--- src/rtl/fetch_sequencer.sv ---
// ============================================================================
// Module   : fetch_sequencer
// Function : Program-counter owner and fetch controller for the 16x4 program
//            memory; presents opcode/data pairs to execute via valid/ready.
// Revision : 1.0
// ============================================================================
`default_nettype none

module fetch_sequencer #(
  parameter int                 ADDR_W      = 4,
  parameter int                 DATA_W      = 4,
  parameter logic [ADDR_W-1:0]  RESET_PC    = '0,
  parameter logic [DATA_W-1:0]  HALT_OPCODE = {DATA_W{1'b1}}
) (
  input  logic              clk,
  input  logic              reset,
  input  logic              run,
  output logic [ADDR_W-1:0] mem_addr,
  input  logic [DATA_W-1:0] mem_opcode,
  input  logic [DATA_W-1:0] mem_data,
  output logic              instr_valid,
  input  logic              instr_ready,
  output logic [DATA_W-1:0] instr_opcode,
  output logic [DATA_W-1:0] instr_data,
  output logic [ADDR_W-1:0] instr_pc,
  input  logic              jump_valid,
  input  logic [ADDR_W-1:0] jump_addr,
  output logic              busy,
  output logic              halted
);

  localparam logic [2:0] S_IDLE    = 3'd0;
  localparam logic [2:0] S_ISSUE   = 3'd1;
  localparam logic [2:0] S_CAPTURE = 3'd2;
  localparam logic [2:0] S_HOLD    = 3'd3;
  localparam logic [2:0] S_HALT    = 3'd4;

  logic [2:0]        state_q, state_d;
  logic [ADDR_W-1:0] pc_q, pc_d;
  logic [DATA_W-1:0] opcode_q, opcode_d;
  logic [DATA_W-1:0] data_q, data_d;
  logic [ADDR_W-1:0] ipc_q, ipc_d;

  logic              w_accept;
  logic              w_is_halt;
  logic [ADDR_W-1:0] w_jump_target;

  assign w_accept      = (state_q == S_HOLD) && instr_ready;
  assign w_is_halt     = (opcode_q == HALT_OPCODE);
  // Masking rather than slicing keeps every jump_addr bit in use.
  assign w_jump_target = jump_addr & ~ADDR_W'(1);

  always_ff @(posedge clk) begin
    if (reset) begin
      state_q  <= S_IDLE;
      pc_q     <= RESET_PC;
      opcode_q <= '0;
      data_q   <= '0;
      ipc_q    <= '0;
    end else begin
      state_q  <= state_d;
      pc_q     <= pc_d;
      opcode_q <= opcode_d;
      data_q   <= data_d;
      ipc_q    <= ipc_d;
    end
  end

  always_comb begin
    state_d  = state_q;
    pc_d     = pc_q;
    opcode_d = opcode_q;
    data_d   = data_q;
    ipc_d    = ipc_q;
    case (state_q)
      S_IDLE: begin
        if (run) state_d = S_ISSUE;
      end
      S_ISSUE: begin
        state_d = S_CAPTURE;
      end
      S_CAPTURE: begin
        opcode_d = mem_opcode;
        data_d   = mem_data;
        ipc_d    = pc_q;
        state_d  = S_HOLD;
      end
      S_HOLD: begin
        if (w_accept) begin
          if (w_is_halt) begin
            state_d = S_HALT;
          end else begin
            pc_d    = jump_valid ? w_jump_target : pc_q + ADDR_W'(2);
            state_d = run ? S_ISSUE : S_IDLE;
          end
        end
      end
      S_HALT: begin
        state_d = S_HALT;
      end
      default: begin
        state_d = S_IDLE;
      end
    endcase
  end

  always_comb begin
    instr_valid = (state_q == S_HOLD);
    busy        = (state_q == S_ISSUE) || (state_q == S_CAPTURE) || (state_q == S_HOLD);
    halted      = (state_q == S_HALT);
  end

  assign mem_addr     = pc_q;
  assign instr_opcode = opcode_q;
  assign instr_data   = data_q;
  assign instr_pc     = ipc_q;

endmodule

`default_nettype wire

--- config.mk ---
export PLATFORM = sky130hd
export DESIGN_NAME = fetch_sequencer
export DESIGN_NICKNAME = d
export VERILOG_FILES = /design/src/rtl/fetch_sequencer.sv
export SDC_FILE = /design/constraint.sdc
export NUM_CORES = 1
export LEC_CHECK = 0
export ABC_CLOCK_PERIOD_IN_PS = 1400
export BUFFER_PORTS_ARGS = -buffer_cell sky130_fd_sc_hd__buf_2
export CAP_MARGIN = 5
export CELL_PAD_IN_SITES_DETAIL_PLACEMENT = 0
export CELL_PAD_IN_SITES_GLOBAL_PLACEMENT = 1
export CORE_MARGIN = 10
export CORE_UTILIZATION = 32
export DETAILED_ROUTE_END_ITERATION = 12
export HOLD_SLACK_MARGIN = 0.06
export PLACE_DENSITY = 0.87
export SYNTH_ARGS = -nofsm -noshare
export SYNTH_HDL_FRONTEND = slang
export SYNTH_SLANG_ARGS = --single-unit
--- constraint.sdc ---
create_clock -name clk -period 1.4 [get_ports clk]
set_input_delay 0.28 -clock clk [delete_from_list [all_inputs] [get_ports clk]]
set_output_delay 0.28 -clock clk [all_outputs]
set_load 0.05 [all_outputs]
[Word level (Yosys, flattened, before mapping)]
Index checks and enable logic that the tools add are counted.
Cells by class
  equality and inequality tests: 7
  reduce and logical (&&, ||, !) cells: 6
  add/sub/neg operators: 1
  bitwise gates (word level): 1
  multiplexer cells: 6
Operators by type and width (count)
  one-hot mux 3 bit (5 select lines): 1
  2-to-1 mux 3 bit: 3
  == test 3 x 2 -> 1 bit, second input constant: 2
  adder 4 x 2 -> 4 bit, second input constant: 1
  == test 4 bit, second input constant: 1
  2-to-1 mux 4 bit: 1
  == test 3 x 1 -> 1 bit, second input constant: 1
  == test 3 bit, second input constant: 1
  logical NOT 3 bit: 1
  AND reduction 3 bit: 1
  logical OR 1 bit: 2
  != test 2 x 1 -> 1 bit, second input constant: 1
  != test 2 bit, second input constant: 1
  AND reduction 2 bit: 1
  logical AND 1 bit: 1
  2-to-1 mux 1 bit: 1
  NOT 1 bit: 1
Word-level totals
  output and inout port bits: 19
  register bits: 19
  input port bits: 17

[Logic depth before layout (Yosys ltp)]
  word-level depth: 4
  depth in mapped cells: 4
  mapped depth without buffers: 4

[Worst setup path before layout]
No wires, ideal clock.
  path kind: register to register
  from: register opcode_q[1] (netlist: instr_opcode[1])
  to: register pc_q[3] (netlist: mem_addr[3])
  clock period less this slack: 1.422 ns
  setup time: 0.086 ns
  required time: 1.314 ns
  cell stages (with the launch flop): 4
  data arrival time: 1.336 ns
  slack: -0.022 ns
  buffers on the path: 0
  cell sequence: dfxtp_1 -> nand4_1 -> and2_4 -> a221oi_2
On the way
  cells in the longest elaborated chain, start to end: 3
Ends and longest elaborated chain
  start: declaration: line 40  | logic [DATA_W-1:0] opcode_q, opcode_d;
  start signal: assignment: line 63  | opcode_q <= opcode_d;
  == test 4 bit: line 49  | assign w_is_halt = (opcode_q == HALT_OPCODE);
  NOT 1 bit (no line)
  AND reduction 3 bit (no line)
  end signal: assignment: line 62  | pc_q <= pc_d;
  end: declaration: line 39  | logic [ADDR_W-1:0] pc_q, pc_d;
Every way passes these cells.
A chain may end at the register's enable or synchronous reset.

[Worst setup path after layout]
  from: register state_q[2]
  to: output port halted
On the way
  cells in the longest elaborated chain, start to end: 1
Ends and longest elaborated chain
  start: declaration: line 38  | logic [2:0] state_q, state_d;
  start signal: assignment: line 61  | state_q <= state_d;
  == test 3 bit: line 110  | halted = (state_q == S_HALT);
  end: declaration: line 29  | output logic halted
Every way passes these cells.

==> reports/metrics.cfg <==
[die]
core.rowCount = 17
fp.dieW_um = 68.6
dieArea_um2 = 4710
initial_utilization = 0.339
die_h_um = 68.6
io_pins = 36
core_area_um2 = 2230

[cts]
ctsHoldBuffers = 0
clk_pin_slew_ps = 110
clockBufferDepth = 2
root_buffer = clkbuf_4
clock_latency_ps = 290
cts_buffers = 3
cts.sinks = 17
htreeDepth = 1
cts_tree = yes

[logic_synthesis]
ys_seq_area_frac = 0.450
synth-seq-cells = 17
syn_inst = 77
synth_cell_types = 26
ys_async_sr_fraction = 0
avgSynthCellArea_um2 = 9.83
ys.flop_type = dfxtp_1
netlist_top_cells_area = dfxtp_1, mux2i_1, nor2_1, nand2_1, a221oi_2
ys_warn_count = 0
yosys.area.top_type = dfxtp_1
netlist.area_leader.share = 0.450
syn_area_um2 = 757
synth-edff-count = 0

[placed_design]
dp_hpwl_mm = 1.52
io_buffers = 32
placedInstanceArea_um2 = 955
routabilityCongestion = 0.729
place_inst = 135

[power_and_ir_drop]
power.share.sequential = 0.511
combinationalPowerShare = 0.230
p_per_area_nw_per_um2 = 999
power_frac_clock = 0.259
p_leak_nw = 0.472
ir_worst_vdd_mv = 0.649
intPower_mw = 0.699
switchingPower_mw = 0.332
switching_share = 0.322

[run]
max_cap_viol_count = 0

[global_routing]
grt_max_degree = 18
grt_pass1_wl_mm = 3.01
grt_overflow_total = 0
grt_pass1_vias = 651
antenna_found_initial = 0
grt_usage = 0.0833

[sta]
fin_crit_ps = 1370
finalClockSkew_ps = 8.48
rsz0062_at_grt = true
finalMaxSlewViolations = 0
max_clock_freq_mhz = 729
finalHoldViolations = 0
finalSetupViolations = 0
fin_crit_sh = 0.980
worst_hold_slack_ps = 217

[route]
routed_wirelength_mm = 1.94
first_pass_iters = 3
via_per_inst = 4.70
wl_per_cell_um = 13.8
ant_nets = 0
drc = 0
via_count = 662
dr.first_iter.drc_count = 31

[setup_path]
crit_arrival_ps = 1090
critical_path_required_ps = 1120
start_kind = flip-flop
worst_setup_path_end_kind = primary output
path_max_fanout = 7
cpMaxStageDelayCell = dfxtp_1
max_stage_delay_ps = 510
worstSetupPathType = flip-flop to primary output
crit_chain = nand2_2 -> inv_2 -> buf_8

[status]
outcome = complete, no violations

[layout]
area_delta_synth_final_pct = 36.4
final_nets = 132
drive_above_1_share = 0.478
antennaDiodeCount = 0
stdcell_count = 141
stdcell_area_um2 = 1030
fillerInstances = 224

[min_path]
hold_class = primary input to flip-flop

cells by family after synthesis:
family,share of synthesized area
AOI/OAI and AO/OA,0.106
adders and majority gates,0.0165
buffers and inverters,0.0545
DFF,0.450
muxes,0.172
other,0.00495
and+or+nand+nor,0.197
layer usage:
| layer | vias to the layer above | GRT usage | wire, um |
|---|---|---|---|
| li1 | 335 | - | - |
| met1 | 298 | 0.0902 | 780 |
| met2 | 27 | 0.130 | 900 |
| met3 | 2 | 0.0564 | 251 |
| met4 | 0 | 0.0226 | 10 |
| met5 | - | 0 | 0 |
cells in the final DEF (no fill, tap or decap), drive strengths merged:
| cell | netlist | final |
|---|---|---|
| nand2 | 5 | 5 |
| and4b | 1 | 1 |
| nor2 | 15 | 15 |
| buf | 3 | 36 |
| ha | 1 | 1 |
| and2 | 1 | 1 |
| a311oi | 2 | 2 |
| and3 | 1 | 1 |
| nand2b | 2 | 2 |
| nor4 | 1 | 1 |
| a31oi | 1 | 1 |
| mux2i | 13 | 13 |
| and2b | 1 | 1 |
| o21ai | 1 | 1 |
| conb | 1 | 2 |
| o211ai | 1 | 1 |
| dfxtp | 17 | 17 |
| inv | 2 | 2 |
| clkinvlp | 0 | 1 |
| a211oi | 1 | 1 |
| a221oi | 1 | 1 |
| a21oi | 2 | 2 |
| nor3b | 1 | 1 |
| nand4 | 1 | 1 |
| clkbuf | 2 | 3 |
layout make-up:
cell class                      instances  area (um2)  area share
Clock buffer                            3        22.5      0.0218
Timing Repair Buffer                   36         218       0.211
Sequential cell                        17         350       0.339
Tap cell                               28        35.0      0.0339
Inverter                                2        7.51     0.00727
Clock inverter                          1        7.51     0.00727
Multi-Input combinational cell         54         392       0.379
cells in the mapped netlist (2+ instances only):
library cell / count
mux2i_1: 13
clkbuf_1: 2
inv_1: 2
a21oi_1: 2
dfxtp_1: 17
nor2_1: 15
nand2_1: 5
buf_4: 2
nand2b_1: 2
worst paths after layout:
path | cells past startpoint | start | slack (ps) | end
worst max register to register | 3 | state_q[2] | 140 | mem_addr[3]
worst min register to register | 2 | instr_pc[1] | 500 | instr_pc[1]
worst max-delay path | 3 | state_q[2] | 30 | halted
worst min-delay path | 3 | mem_opcode[2] | 220 | instr_opcode[2]
state kept, by name, indices dropped and copies added, names as in the netlist:
| signal | count |
|---|---|
| instr_data | 4 |
| instr_opcode | 4 |
| instr_pc | 3 |
| mem_addr | 3 |
| state_q | 3 |
power by group through the flow:
stage / clock network (mW) / logic (mW) / registers, mW
6_report: 0.267 / 0.237 / 0.527
5_1_grt: 0.310 / 0.253 / 0.531
4_1_cts: 0.282 / 0.234 / 0.528
3_5_place_dp: 0 / 0.228 / 0.535
3_3_place_gp: 0 / 0.223 / 0.533
2_1_floorplan: 0 / 0.116 / 0.585
worst max-delay path, delay by kind of cell, from the launching register on:
| kind | cells | cell delay, ps |
|---|---|---|
| buffers and inverters | 2 | 210 |
| DFF | 1 | 510 |
| and+or+nand+nor | 1 | 90 |
timing repair:
action                     4_1_cts  5_1_grt
buffers inserted                 0        2
pin swaps                        1        1
setup endpoints to repair        3        1
cloned                           0        0
resized for setup                8        5
per-stage QoR:
stage | setup TNS (ps) | utilization | setup slack [ps] | power, mW
floorplan | 0 | - | 1.23 | 0.701
global placement | 0 | 0.427 | 170 | 0.756
detailed placement | 0 | 0.427 | 119 | 0.763
CTS | -6.86 | 0.450 | -6.86 | 1.04
global route | -21.7 | 0.462 | -21.7 | 1.09
finish | 0 | 0.462 | 28.6 | 1.03
No activity file was read; power rests on OpenSTA's default activity.
